File: src/rtl/rr_arbiter8_if.sv
// rr_arbiter8 request/grant bundle.
// master = requesting side, slave = arbiter.
interface rr_arbiter8_if;
  logic [7:0] req;
  logic       rel;
  logic       mode;
  logic [7:0] gnt;
  logic [2:0] gnt_id;
  logic       gnt_valid;
  logic       timeout;

  modport master (
    output req, rel, mode,
    input  gnt, gnt_id, gnt_valid, timeout
  );

  modport slave (
    input  req, rel, mode,
    output gnt, gnt_id, gnt_valid, timeout
  );
endinterface

File: src/rtl/rr_arbiter8.sv
// rr_arbiter8: 8-way fixed/round-robin arbiter
// with owner release, request drop and hold limit.
module rr_arbiter8 #(
  parameter int MAX_HOLD = 16,
  parameter int CW       = 8
) (
  input logic         clk,
  input logic         rst_n,
  rr_arbiter8_if.slave bus
);

  typedef enum logic {IDLE, BUSY} state_t;

  state_t        state_q, state_d;
  logic [7:0]    gnt_q, gnt_d;
  logic [2:0]    id_q, id_d;
  logic          vld_q, vld_d;
  logic [2:0]    last_q, last_d;
  logic [CW-1:0] cnt_q, cnt_d;
  logic          to_q, to_d;

  logic [2:0] fix_w;
  logic [2:0] rr_w;
  logic [2:0] win;
  logic [2:0] idx;
  logic       drop;
  logic       hold_hit;
  logic       rel_hit;

  // Winner candidates: highest index, and first
  // set bit above the previous owner (wrapping).
  always_comb begin
    fix_w = '0;
    for (int i = 0; i < 8; i++)
      if (bus.req[i]) fix_w = 3'(i);
    rr_w = '0;
    idx  = '0;
    for (int i = 7; i >= 0; i--) begin
      idx = last_q + 3'd1 + 3'(i);
      if (bus.req[idx]) rr_w = idx;
    end
    win = bus.mode ? rr_w : fix_w;
  end

  // Exit conditions while a grant is held.
  always_comb begin
    rel_hit  = bus.rel;
    drop     = ~bus.req[id_q];
    hold_hit = (cnt_q == CW'(MAX_HOLD - 1));
  end

  // Next-state and registered-output logic.
  always_comb begin
    state_d = state_q;
    gnt_d   = gnt_q;
    id_d    = id_q;
    vld_d   = vld_q;
    last_d  = last_q;
    cnt_d   = cnt_q;
    to_d    = 1'b0;
    unique case (state_q)
      IDLE: begin
        if (|bus.req) begin
          state_d = BUSY;
          gnt_d   = 8'd1 << win;
          id_d    = win;
          vld_d   = 1'b1;
          last_d  = win;
          cnt_d   = '0;
        end
      end
      BUSY: begin
        cnt_d = cnt_q + CW'(1);
        if (rel_hit || drop || hold_hit) begin
          state_d = IDLE;
          gnt_d   = '0;
          vld_d   = 1'b0;
          cnt_d   = '0;
          to_d    = hold_hit & ~rel_hit & ~drop;
        end
      end
      default: state_d = IDLE;
    endcase
  end

  // State and output registers.
  always_ff @(posedge clk or negedge rst_n) begin
    if (!rst_n) begin
      state_q <= IDLE;
      gnt_q   <= '0;
      id_q    <= '0;
      vld_q   <= 1'b0;
      last_q  <= 3'd7;
      cnt_q   <= '0;
      to_q    <= 1'b0;
    end else begin
      state_q <= state_d;
      gnt_q   <= gnt_d;
      id_q    <= id_d;
      vld_q   <= vld_d;
      last_q  <= last_d;
      cnt_q   <= cnt_d;
      to_q    <= to_d;
    end
  end

  assign bus.gnt       = gnt_q;
  assign bus.gnt_id    = id_q;
  assign bus.gnt_valid = vld_q;
  assign bus.timeout   = to_q;

endmodule

File: src/flat_wrapper.sv
// flat-port wrapper written by rule: the top's interface ports become plain ports
module rr_arbiter8_flat 
#(
  parameter int MAX_HOLD = 16,
  parameter int CW       = 8
)
  (clk, rst_n, bus_req, bus_rel, bus_mode, bus_gnt, bus_gnt_id, bus_gnt_valid, bus_timeout);
  rr_arbiter8_if bus_i ();
  input logic clk;
  input logic rst_n;
  input wire logic [$bits(bus_i.req)-1:0] bus_req;
  input wire logic [$bits(bus_i.rel)-1:0] bus_rel;
  input wire logic [$bits(bus_i.mode)-1:0] bus_mode;
  output wire logic [$bits(bus_i.gnt)-1:0] bus_gnt;
  output wire logic [$bits(bus_i.gnt_id)-1:0] bus_gnt_id;
  output wire logic [$bits(bus_i.gnt_valid)-1:0] bus_gnt_valid;
  output wire logic [$bits(bus_i.timeout)-1:0] bus_timeout;
  assign bus_i.req = bus_req;
  assign bus_i.rel = bus_rel;
  assign bus_i.mode = bus_mode;
  assign bus_gnt = bus_i.gnt;
  assign bus_gnt_id = bus_i.gnt_id;
  assign bus_gnt_valid = bus_i.gnt_valid;
  assign bus_timeout = bus_i.timeout;
  rr_arbiter8 #(.MAX_HOLD(MAX_HOLD), .CW(CW)) u_core (.clk(clk), .rst_n(rst_n), .bus(bus_i));
endmodule
File: config.mk
export PLATFORM = sky130hd
export DESIGN_NAME = rr_arbiter8_flat
export DESIGN_NICKNAME = d
export VERILOG_FILES = /design/src/rtl/rr_arbiter8_if.sv /design/src/rtl/rr_arbiter8.sv /design/src/flat_wrapper.sv
export SDC_FILE = /design/constraint.sdc
export NUM_CORES = 1
export LEC_CHECK = 0
export CAP_MARGIN = 20
export CORE_AREA = 2 2 77 79
export CTS_CLUSTER_DIAMETER = 50
export DETAILED_ROUTE_END_ITERATION = 10
export DIE_AREA = 0 0 79 81
export MAX_ROUTING_LAYER = met4
export PLACE_DENSITY = 0.68
export SLEW_MARGIN = 20
export SYNTH_ARGS = -nofsm -noshare
export SYNTH_HDL_FRONTEND = slang
export SYNTH_SLANG_ARGS = --single-unit
File: constraint.sdc
create_clock -name clk -period 4.75 [get_ports clk]
set_input_delay 0.95 -clock clk [delete_from_list [all_inputs] [get_ports clk]]
set_output_delay 0.95 -clock clk [all_outputs]
set_load 0.005 [all_outputs]
==> results of run 1 <==
cell families (layout without fill, tap and decap cells):
family                     after synthesis  in the layout  share of synthesized area, %
muxes                                   29             29                          22.4
adders and majority gates                3              3                          1.77
buffers and inverters                   18             37                          4.30
AOI/OAI and AO/OA                       69             69                          23.0
and+or+nand+nor                         62             62                          14.1
DFF                                     25             25                          29.6
xor gates and xnor gates                 8              8                          4.94
worst paths after layout:
kind | cells after the start | start | end | slack (ps)
max in group asynchronous | 2 | rst_n | u_core.last_q[0]$_DFFE_PN1P_ | 3410
setup reg to reg | 9 | u_core.last_q[0]$_DFFE_PN1P_ | u_core.bus.gnt[3]$_DFFE_PN0P_ | 1210
setup / recovery | 9 | u_core.last_q[0]$_DFFE_PN1P_ | u_core.bus.gnt[3]$_DFFE_PN0P_ | 1210
hold / removal | 2 | u_core.bus.gnt[1]$_DFFE_PN0P_ | u_core.bus.gnt[1]$_DFFE_PN0P_ | 500
hold reg to reg | 2 | u_core.bus.gnt[1]$_DFFE_PN0P_ | u_core.bus.gnt[1]$_DFFE_PN0P_ | 500
min in group asynchronous | 2 | rst_n | u_core.cnt_q[0]$_DFFE_PN0P_ | 1040
metal layers:
layer,GRT usage (%),share of wire (%),vias up
met5,-,0,-
met3,1.33,4.0,6
li1,-,-,859
met1,21.6,42,861
met2,28.8,52,57
met4,3.28,1.5,0
report_power, final:
part           switching [W]  internal [W]  total (W)
clock network      0.0000622     0.0000584   0.000121
logic               0.000869      0.000789    0.00166
registers          0.0000607      0.000281   0.000342
through the flow:
step                      worst slack [ps]  hold slack, ps  total power [W]  util, %
after floorplan                       1340             468          0.00168        -
after CTS                             1180             501          0.00213     43.3
after global placement                1160             473          0.00199     42.5
final                                 1210             495          0.00212     43.3
after detailed placement              1120             480          0.00200     42.5
after global routing                   984             528          0.00231     43.3
synthesized netlist by cell type (6+ instances only):
cell type / n / area, um2
mux4_2: 13 / 293
a21oi_1: 9 / 45.0
nand2_1: 17 / 63.8
nor2_1: 18 / 67.6
nor4_1: 6 / 37.5
nand2b_1: 7 / 43.8
buf_2: 7 / 35.0
dfrtp_1: 22 / 551
o21ai_0: 18 / 90.1
mux2i_1: 10 / 100
inv_1: 6 / 22.5
state kept, by name, summed over array words and instances, names as in the netlist:
| register | cells |
|---|---|
| u_core.last_q | 3 |
| u_core.bus.gnt_valid | 1 |
| u_core.bus.timeout | 1 |
| u_core.bus.gnt | 8 |
| u_core.cnt_q | 8 |
| u_core.state_q | 1 |
| u_core.bus.gnt_id | 3 |
layout make-up:
| type | instances | share of cell area, % |
|---|---|---|
| multi-input cells | 171 | 57.1 |
| flip-flops and latches | 25 | 25.6 |
| repair buffers | 27 | 10.7 |
| well taps | 75 | 3.81 |
| clock buffers | 3 | 1.68 |
| inverters | 6 | 0.916 |
| clock inverters | 1 | 0.203 |
worst reg2reg max path, cell delays in order (launching register included):
cell and delay [ps]:
dfstp_2 530, inv_1 110, ha_1 750, mux4_2 680
mux2_4 360, a2111oi_2 360, o31ai_1 120, o211ai_2 100
a21oi_2 140, a32o_1 290
==> out/results.ini, run 1 <==
[critical_path]
cp-start-kind = flip-flop
arrival_ps = 3690
cp_max_fo = 15
critPathBufInv = 1
path_cells = inv_1, ha_1, mux4_2, mux2_4, a2111oi_2, o31ai_1, o211ai_2, a21oi_2, a32o_1
cp_slowest_cell = ha_1
crit_required_ps = 4900
cp-end-kind = flip-flop
path_delay_family = multiplexers
crit_type = reg2reg
critPathMaxStageDelay_ps = 750

[sta]
fmax_mhz = 282
hold_violations = 0
worstMarginPinSlew_ps = 706
slew_headroom_pct = 52.9
setup-tns-final_ps = 0
setup_violations = 0
fin_crit_sh_pct = 74.6
clock_skew_ps = 6.21
fin_crit_ps = 3540
final-max-slew-violation-count = 0
grt_setup_unrepaired = false

[clock_network]
ctsResizeCount = 0
cts_htree_levels = 1
clock-sinks = 25
cts_buffers = 3
tritoncts = built
postCtsHoldBufs = 0
ctsLongestPathBuffers = 2
path_clk_slew_ps = 90
root_buffer = clkbuf_8
post_cts_buffers = 0
clock_latency_ps = 260

[run]
cap_violations = 0

[die]
die-area_mm2 = 0.00640
die_height_um = 81
io_pins = 25
rows = 28
die_w_um = 79
start_util_pct = 37.5
coreArea_mm2 = 0.00568

[pwr]
p_leak_nw = 0.995
vdd.ir_drop.worst_mv = 0.321
p_per_area_mw_per_mm2 = 862

[layout]
fin_cells = 308
area_growth_syn_to_layout_pct = 15.7
final_cell_mix = clkdlybuf4s50_1, dfrtp_1, nor2_1, o21ai_0, nand2_1
n_fill_cell = 569
stdcell_area_mm2 = 0.00246
layout_commonest_cell = clkdlybuf4s50_1
diodes = 0
drive_above_1_share_pct = 15.5
multiInputGateArea_mm2 = 0.00141
ff_latch_area_um2 = 629
nets = 249

[detailed_routing]
wl_per_cell_um = 15.8
vias = 1783
avgViaCountPerCell = 5.79
drt_iter0_drc = 170
drc_errors = 0
drt-pass1-iter-count = 4
ant_nets = 0
totalWireLength_um = 4850

[placement]
gp_congestion = 0.911
numPortBuffers = 24
place_area_mm2 = 0.00241
hpwl_um = 3760
placedCellCount = 304

[yosys]
synth_cells = 214
synthesis.area_per_instance_um2 = 9.93
synth-edff-count = 0
synthArstFlopShare_pct = 100
syn_nets = 229
dominantRegCellSynth = dfrtp_1
yosys_register_bits = 25
yosys_warnings = 0
ys_seq_area_share_pct = 29.6
netlist_area_mm2 = 0.00213
yosysUniqueCellTypes = 53

[min_path]
min_path_type = reg2reg

[global_route]
grt_pass1_vias = 1735
grt_max_degree = 26
track_usage_pct = 16.6
grt.overflow.total = 0
grt_antenna_before_repair = 0
grt_pass1_wl_um = 8460

[outcome]
outcome = finished, final reports clean

Power figures use the tool's default switching activity.
==> run 2: changes to the inputs <==
--- a/config.mk
+++ b/config.mk
@@ -11,7 +11,7 @@
 export DETAILED_ROUTE_END_ITERATION = 10
 export DIE_AREA = 0 0 79 81
 export MAX_ROUTING_LAYER = met4
-export PLACE_DENSITY = 0.68
+export PLACE_DENSITY = 0.7
 export SLEW_MARGIN = 20
 export SYNTH_ARGS = -nofsm -noshare
 export SYNTH_HDL_FRONTEND = slang
==> constraint.sdc (replaced) <==
create_clock -name clk -period 3.1 [get_ports clk]
set_input_delay 0.62 -clock clk [delete_from_list [all_inputs] [get_ports clk]]
set_output_delay 0.62 -clock clk [all_outputs]
set_load 0.005 [all_outputs]
==> run 2 against run 1 <==
Against the previous run:
- first-iteration DRC count is 9.4% lower
- routed wire length is 13% higher
- register-to-register slack worse by 1100 ps
- global-route usage is 1.0 points higher
- clock-buffer cell count is 1 higher
- core utilization is 6.9 points higher
- critical path depth is 2 higher
- clock skew hardly changed
- largest cell class unchanged
- sequential share of layout area is 3.5 points lower
==> out/results.ini, run 2 (same netlist as run 1, synthesis figures left out) <==
[sta]
fin_crit_sh_pct = 97.9  ; +23 points
slew_headroom_pct = 64.5  ; +12 points
hold_violations = 0  ; unchanged
fin_hold_ws_ps = 504  ; +9.33 ps
setup_ws_ps = 65.1  ; -1140 ps
final-max-slew-violation-count = 0  ; unchanged
fmax_mhz = 330  ; +17%
grt_setup_unrepaired = true
fin_crit_ps = 3030  ; -507 ps
setup_violations = 0  ; unchanged
clock_skew_ps = 6.04  ; -0.166 ps
worstMarginPinSlew_ps = 530  ; -176 ps

[global_route]
grt_antenna_before_repair = 0  ; unchanged
grt_max_degree = 26  ; unchanged
track_usage_pct = 17.7  ; +1.0 points
grt_pass1_vias = 1860  ; +7.2%
grt.overflow.total = 0  ; unchanged
grt.met2_usage_pct = 29.7  ; +0.85 points
grt_util_met1_pct = 23.1  ; +1.5 points
use_met3_pct = 1.11  ; -0.22 points
busiest_layer = met2
grt_pass1_wl_um = 8830  ; +4.3%

[die]
die_height_um = 81  ; unchanged
coreArea_mm2 = 0.00568  ; unchanged
die_w_um = 79  ; unchanged
rows = 28  ; unchanged
die-area_mm2 = 0.00640  ; unchanged
io_pins = 25  ; unchanged
start_util_pct = 37.5  ; unchanged

[critical_path]
crit_type = reg2reg
crit_required_ps = 3260  ; -1640 ps
arrival_ps = 3190  ; -500 ps
cp_max_fo = 7  ; -8
cp-start-kind = flip-flop
cp-end-kind = flip-flop

[clock_network]
clock_latency_ps = 260  ; about the same
cts_htree_levels = 1  ; unchanged
path_clk_slew_ps = 80  ; about the same
root_buffer = clkbuf_8
clock-sinks = 25  ; unchanged
cts_buffers = 3  ; unchanged
tritoncts = built
ctsLongestPathBuffers = 2  ; unchanged

[layout]
drive_above_1_share_pct = 31.3  ; +16 points
final_cell_mix = buf_4, clkdlybuf4s50_1, dfrtp_1
diodes = 0  ; unchanged
post-route-util_pct = 50.2  ; +6.9 points
layout_commonest_cell = buf_4
fin_cells = 347  ; +13%
area_growth_syn_to_layout_pct = 34.1
nets = 288  ; +16%
n_fill_cell = 542  ; -4.7%

[detailed_routing]
avgViaCountPerCell = 5.58  ; -3.6%
drt-pass1-iter-count = 4  ; unchanged
ant_nets = 0  ; unchanged
vias = 1937  ; +8.6%
drc_errors = 0  ; unchanged
wl_per_cell_um = 15.8  ; +0.40%
totalWireLength_um = 5490  ; +13%
drt_iter0_drc = 154  ; -9.4%

[min_path]
min_path_type = reg2reg

[run]
cap_violations = 0  ; unchanged

[placement]
placedCellCount = 334  ; +9.9%
gp_congestion = 0.958  ; +5.2%
numPortBuffers = 24  ; unchanged
hpwl_um = 4210  ; +12%
dp_slack_ps = -68.6  ; -1190 ps

[outcome]
outcome = finished, final reports clean

run 2: critical path, stage by stage, from the launching register on:
cell       delay, ps
dfstp_2          570
inv_4             60
ha_4             300
buf_6            130
mux4_2           520
buf_6            150
nor2_1            80
mux4_2           320
o2111ai_2        120
o211ai_2         300
a21oi_4          120
a32o_1           260
run 2: routing by layer:
layer | up-vias | part of all wire (%)
li1 | 940 | -
met1 | 955 | 45
met2 | 34 | 50
met3 | 8 | 3.0
met4 | 0 | 1.6
met5 | - | 0
run 2: final timing paths:
kind / slack (ps) / to / from / cells after the start
min reg2reg: 500 / u_core.bus.gnt[0]$_DFFE_PN0P_ / u_core.bus.gnt[0]$_DFFE_PN0P_ / 2
max reg2reg: 70 / u_core.bus.gnt[7]$_DFFE_PN0P_ / u_core.last_q[0]$_DFFE_PN1P_ / 11
max in group asynchronous: 2100 / u_core.last_q[2]$_DFFE_PN1P_ / rst_n / 2
min in group asynchronous: 710 / u_core.bus.gnt[2]$_DFFE_PN0P_ / rst_n / 2
max: 70 / u_core.bus.gnt[7]$_DFFE_PN0P_ / u_core.last_q[0]$_DFFE_PN1P_ / 11
min: 500 / u_core.bus.gnt[0]$_DFFE_PN0P_ / u_core.bus.gnt[0]$_DFFE_PN0P_ / 2
run 2: repair_timing:
item                                    in CTS  in global routing
endpoints found under the setup margin       0                  7
setup buffers                                0                  9
resized for setup                            0                 17
hold endpoints to repair                     0                  0
hold buffers                                 0                  0
run 2: cell type report:
class                   instances  area (um2)  area share (%)
well taps                      75        93.8            3.29
multi-input cells             171        1480            51.8
inverters                       6        25.0           0.878
clock buffers                   4        45.0            1.58
repair buffers                 66         579            20.3
flip-flops and latches         25         629            22.1
run 2: metrics by stage:
stage          TNS (ps)  instance area, um2
2_1_floorplan         0                2170
3_3_place_gp       -225                2670
3_5_place_dp       -272                2670
4_1_cts               0                2710
5_1_grt           -65.6                2850
6_report              0                2850
Power of run 2 is left out: the tool's default activity adds up to more than one toggle a clock period on the data nets, which glitch-free logic cannot reach.
==> run 3: changes to the inputs <==
--- a/config.mk
+++ b/config.mk
@@ -6,12 +6,12 @@
 export NUM_CORES = 1
 export LEC_CHECK = 0
 export CAP_MARGIN = 20
-export CORE_AREA = 2 2 77 79
+export CORE_AREA = 3 3 89 91
 export CTS_CLUSTER_DIAMETER = 50
 export DETAILED_ROUTE_END_ITERATION = 10
-export DIE_AREA = 0 0 79 81
+export DIE_AREA = 0 0 92 94
 export MAX_ROUTING_LAYER = met4
-export PLACE_DENSITY = 0.7
+export PLACE_DENSITY = 0.59
 export SLEW_MARGIN = 20
 export SYNTH_ARGS = -nofsm -noshare
 export SYNTH_HDL_FRONTEND = slang
==> run 3 against run 2 <==
Against the previous run:
- sequential share of layout area fell by 0.32 points
- first-iteration DRC count decreased by 11%
- core utilization shrank 10 points
- non-clock buffer count unchanged
- routed wire length rose by 6.9%
- clock-buffer cell count down 1
- largest cell class unchanged
==> out/results.ini, run 3 (same netlist as run 1, synthesis figures left out) <==
[outcome]
outcome = finished, final reports clean

[critical_path]
cp-end-kind = flip-flop
cp_slowest_cell = mux4_2
arrival_ps = 3170  ; -20 ps
cp-start-kind = flip-flop
crit_required_ps = 3260  ; about the same
crit_type = reg2reg
critPathMaxStageDelay_ps = 580  ; about the same
path_cells = inv_4, ha_4, buf_6, buf_4, mux2i_1, mux4_2, a2111oi_4, o31ai_2, o211ai_2, a21oi_4, a32o_1
cp_max_fo = 7  ; unchanged

[die]
die-area_mm2 = 0.00865  ; +35%
start_util_pct = 29.5  ; -8.0 points
die_w_um = 92  ; +16%
die_height_um = 94  ; +16%
rows = 31  ; +11%
coreArea_mm2 = 0.00721  ; +27%
io_pins = 25  ; unchanged

[detailed_routing]
vias = 1919  ; -0.93%
ant_nets = 0  ; unchanged
drt_iter0_drc = 137  ; -11%
drt-pass1-iter-count = 6  ; +2
totalWireLength_um = 5870  ; +6.9%
drc_errors = 0  ; unchanged
wl_per_cell_um = 15.8  ; -0.28%
avgViaCountPerCell = 5.16  ; -7.6%

[clock_network]
clock-sinks = 25  ; unchanged
ctsLongestPathBuffers = 2  ; unchanged
cts_buffers = 3  ; unchanged
clock_latency_ps = 260  ; about the same
cts_htree_levels = 1  ; unchanged
root_buffer = clkbuf_8
postCtsHoldBufs = 0  ; unchanged
path_clk_slew_ps = 80  ; about the same
tritoncts = built

[global_route]
grt_pass1_wl_um = 9500  ; +7.7%
grt_max_degree = 26  ; unchanged
grt.overflow.total = 0  ; unchanged
track_usage_pct = 13.8  ; -3.8 points
grt_pass1_vias = 1836  ; -1.3%
grt_antenna_before_repair = 0  ; unchanged

[placement]
hpwl_um = 4390  ; +4.3%
gp_congestion = 0.816  ; -15%
dp_slack_ps = -75.6  ; -6.98 ps
numPortBuffers = 24  ; unchanged
place_area_mm2 = 0.00270  ; +1.1%

[layout]
nets = 289  ; +0.35%
post-route-util_pct = 40.1  ; -10 points
ff_latch_area_um2 = 629  ; unchanged
n_fill_cell = 762  ; +41%
final_cell_mix = buf_4, clkdlybuf4s50_1, dfrtp_1
multiInputGateArea_mm2 = 0.00150  ; +1.8%
layout_commonest_cell = buf_4
stdcell_area_mm2 = 0.00289  ; +1.4%
drive_above_1_share_pct = 32.2  ; +0.98 points
diodes = 0  ; unchanged
area_growth_syn_to_layout_pct = 36.0

[sta]
fin_crit_ps = 3010  ; -22.5 ps
final-max-slew-violation-count = 0  ; unchanged
fmax_mhz = 332  ; +0.75%
clock_skew_ps = 2.04  ; -4.00 ps
worstMarginPinSlew_ps = 476  ; -54.3 ps
fin_crit_sh_pct = 97.2  ; -0.73 points
setup_violations = 0  ; unchanged
slew_headroom_pct = 68.0  ; +3.5 points
setup_ws_ps = 87.6  ; +22.5 ps
hold_violations = 0  ; unchanged

[run]
cap_violations = 0  ; unchanged

[min_path]
min_path_type = reg2reg

-- run 3: cell count changes in the layout (fill, tap and decap cells not counted), moves of 2 or more --
cell	delta
nor2_2	-3
buf_4	+2
nor2_1	+3
o21ai_0	+2
o21ai_1	-2
mux2_2	+2
-- run 3: layout make-up --
class	instances	share of cell area, %
Multi-Input combinational cell	172	52.0
Clock buffer	3	1.43
Inverter	6	0.865
Clock inverter	1	0.173
Sequential cell	25	21.8
Timing Repair Buffer	66	19.5
Tap cell	99	4.28
-- run 3: timing repair --
item	in CTS	in global routing
setup buffers	0	9
resized for setup	0	16
setup endpoints to repair	0	12
-- run 3: stage by stage --
stage	instances	hold WS [ps]	TNS, ps
floorplan	214	324	0
global placement	358	482	-255
detailed placement	358	480	-465
CTS	362	517	0
global route	372	544	-210
finish	372	503	0
-- run 3: path summary, 6_finish.rpt --
| path | from | slack [ps] | cells past startpoint | to |
|---|---|---|---|---|
| max reg2reg | u_core.last_q[0]$_DFFE_PN1P_ | 90 | 11 | u_core.bus.gnt[7]$_DFFE_PN0P_ |
| min reg2reg | u_core.bus.gnt[0]$_DFFE_PN0P_ | 500 | 2 | u_core.bus.gnt[0]$_DFFE_PN0P_ |
| min | u_core.bus.gnt[0]$_DFFE_PN0P_ | 500 | 2 | u_core.bus.gnt[0]$_DFFE_PN0P_ |
| min in group asynchronous | rst_n | 710 | 2 | u_core.bus.gnt[4]$_DFFE_PN0P_ |
| max in group asynchronous | rst_n | 2100 | 2 | u_core.last_q[2]$_DFFE_PN1P_ |
| max | u_core.last_q[0]$_DFFE_PN1P_ | 90 | 11 | u_core.bus.gnt[7]$_DFFE_PN0P_ |
-- run 3: per-layer routing --
metal	part of all wire, %	vias to the layer above	GRT usage (%)	routed length [um]
met4	0.29	0	2.72	17
met5	0	-	-	0
met2	49	36	22.3	2880
li1	-	941	-	-
met3	3.5	2	1.28	206
met1	47	940	19.3	2770
-- run 3: critical path: cells and delay by family (launching register included) --
| family | cells | cell delay (ps) |
|---|---|---|
| compound gates | 5 | 1030 |
| mux | 2 | 650 |
| flops | 1 | 570 |
| fa+ha+maj | 1 | 340 |
| buf+inv | 3 | 320 |
Power of run 3 is left out for the same reason.
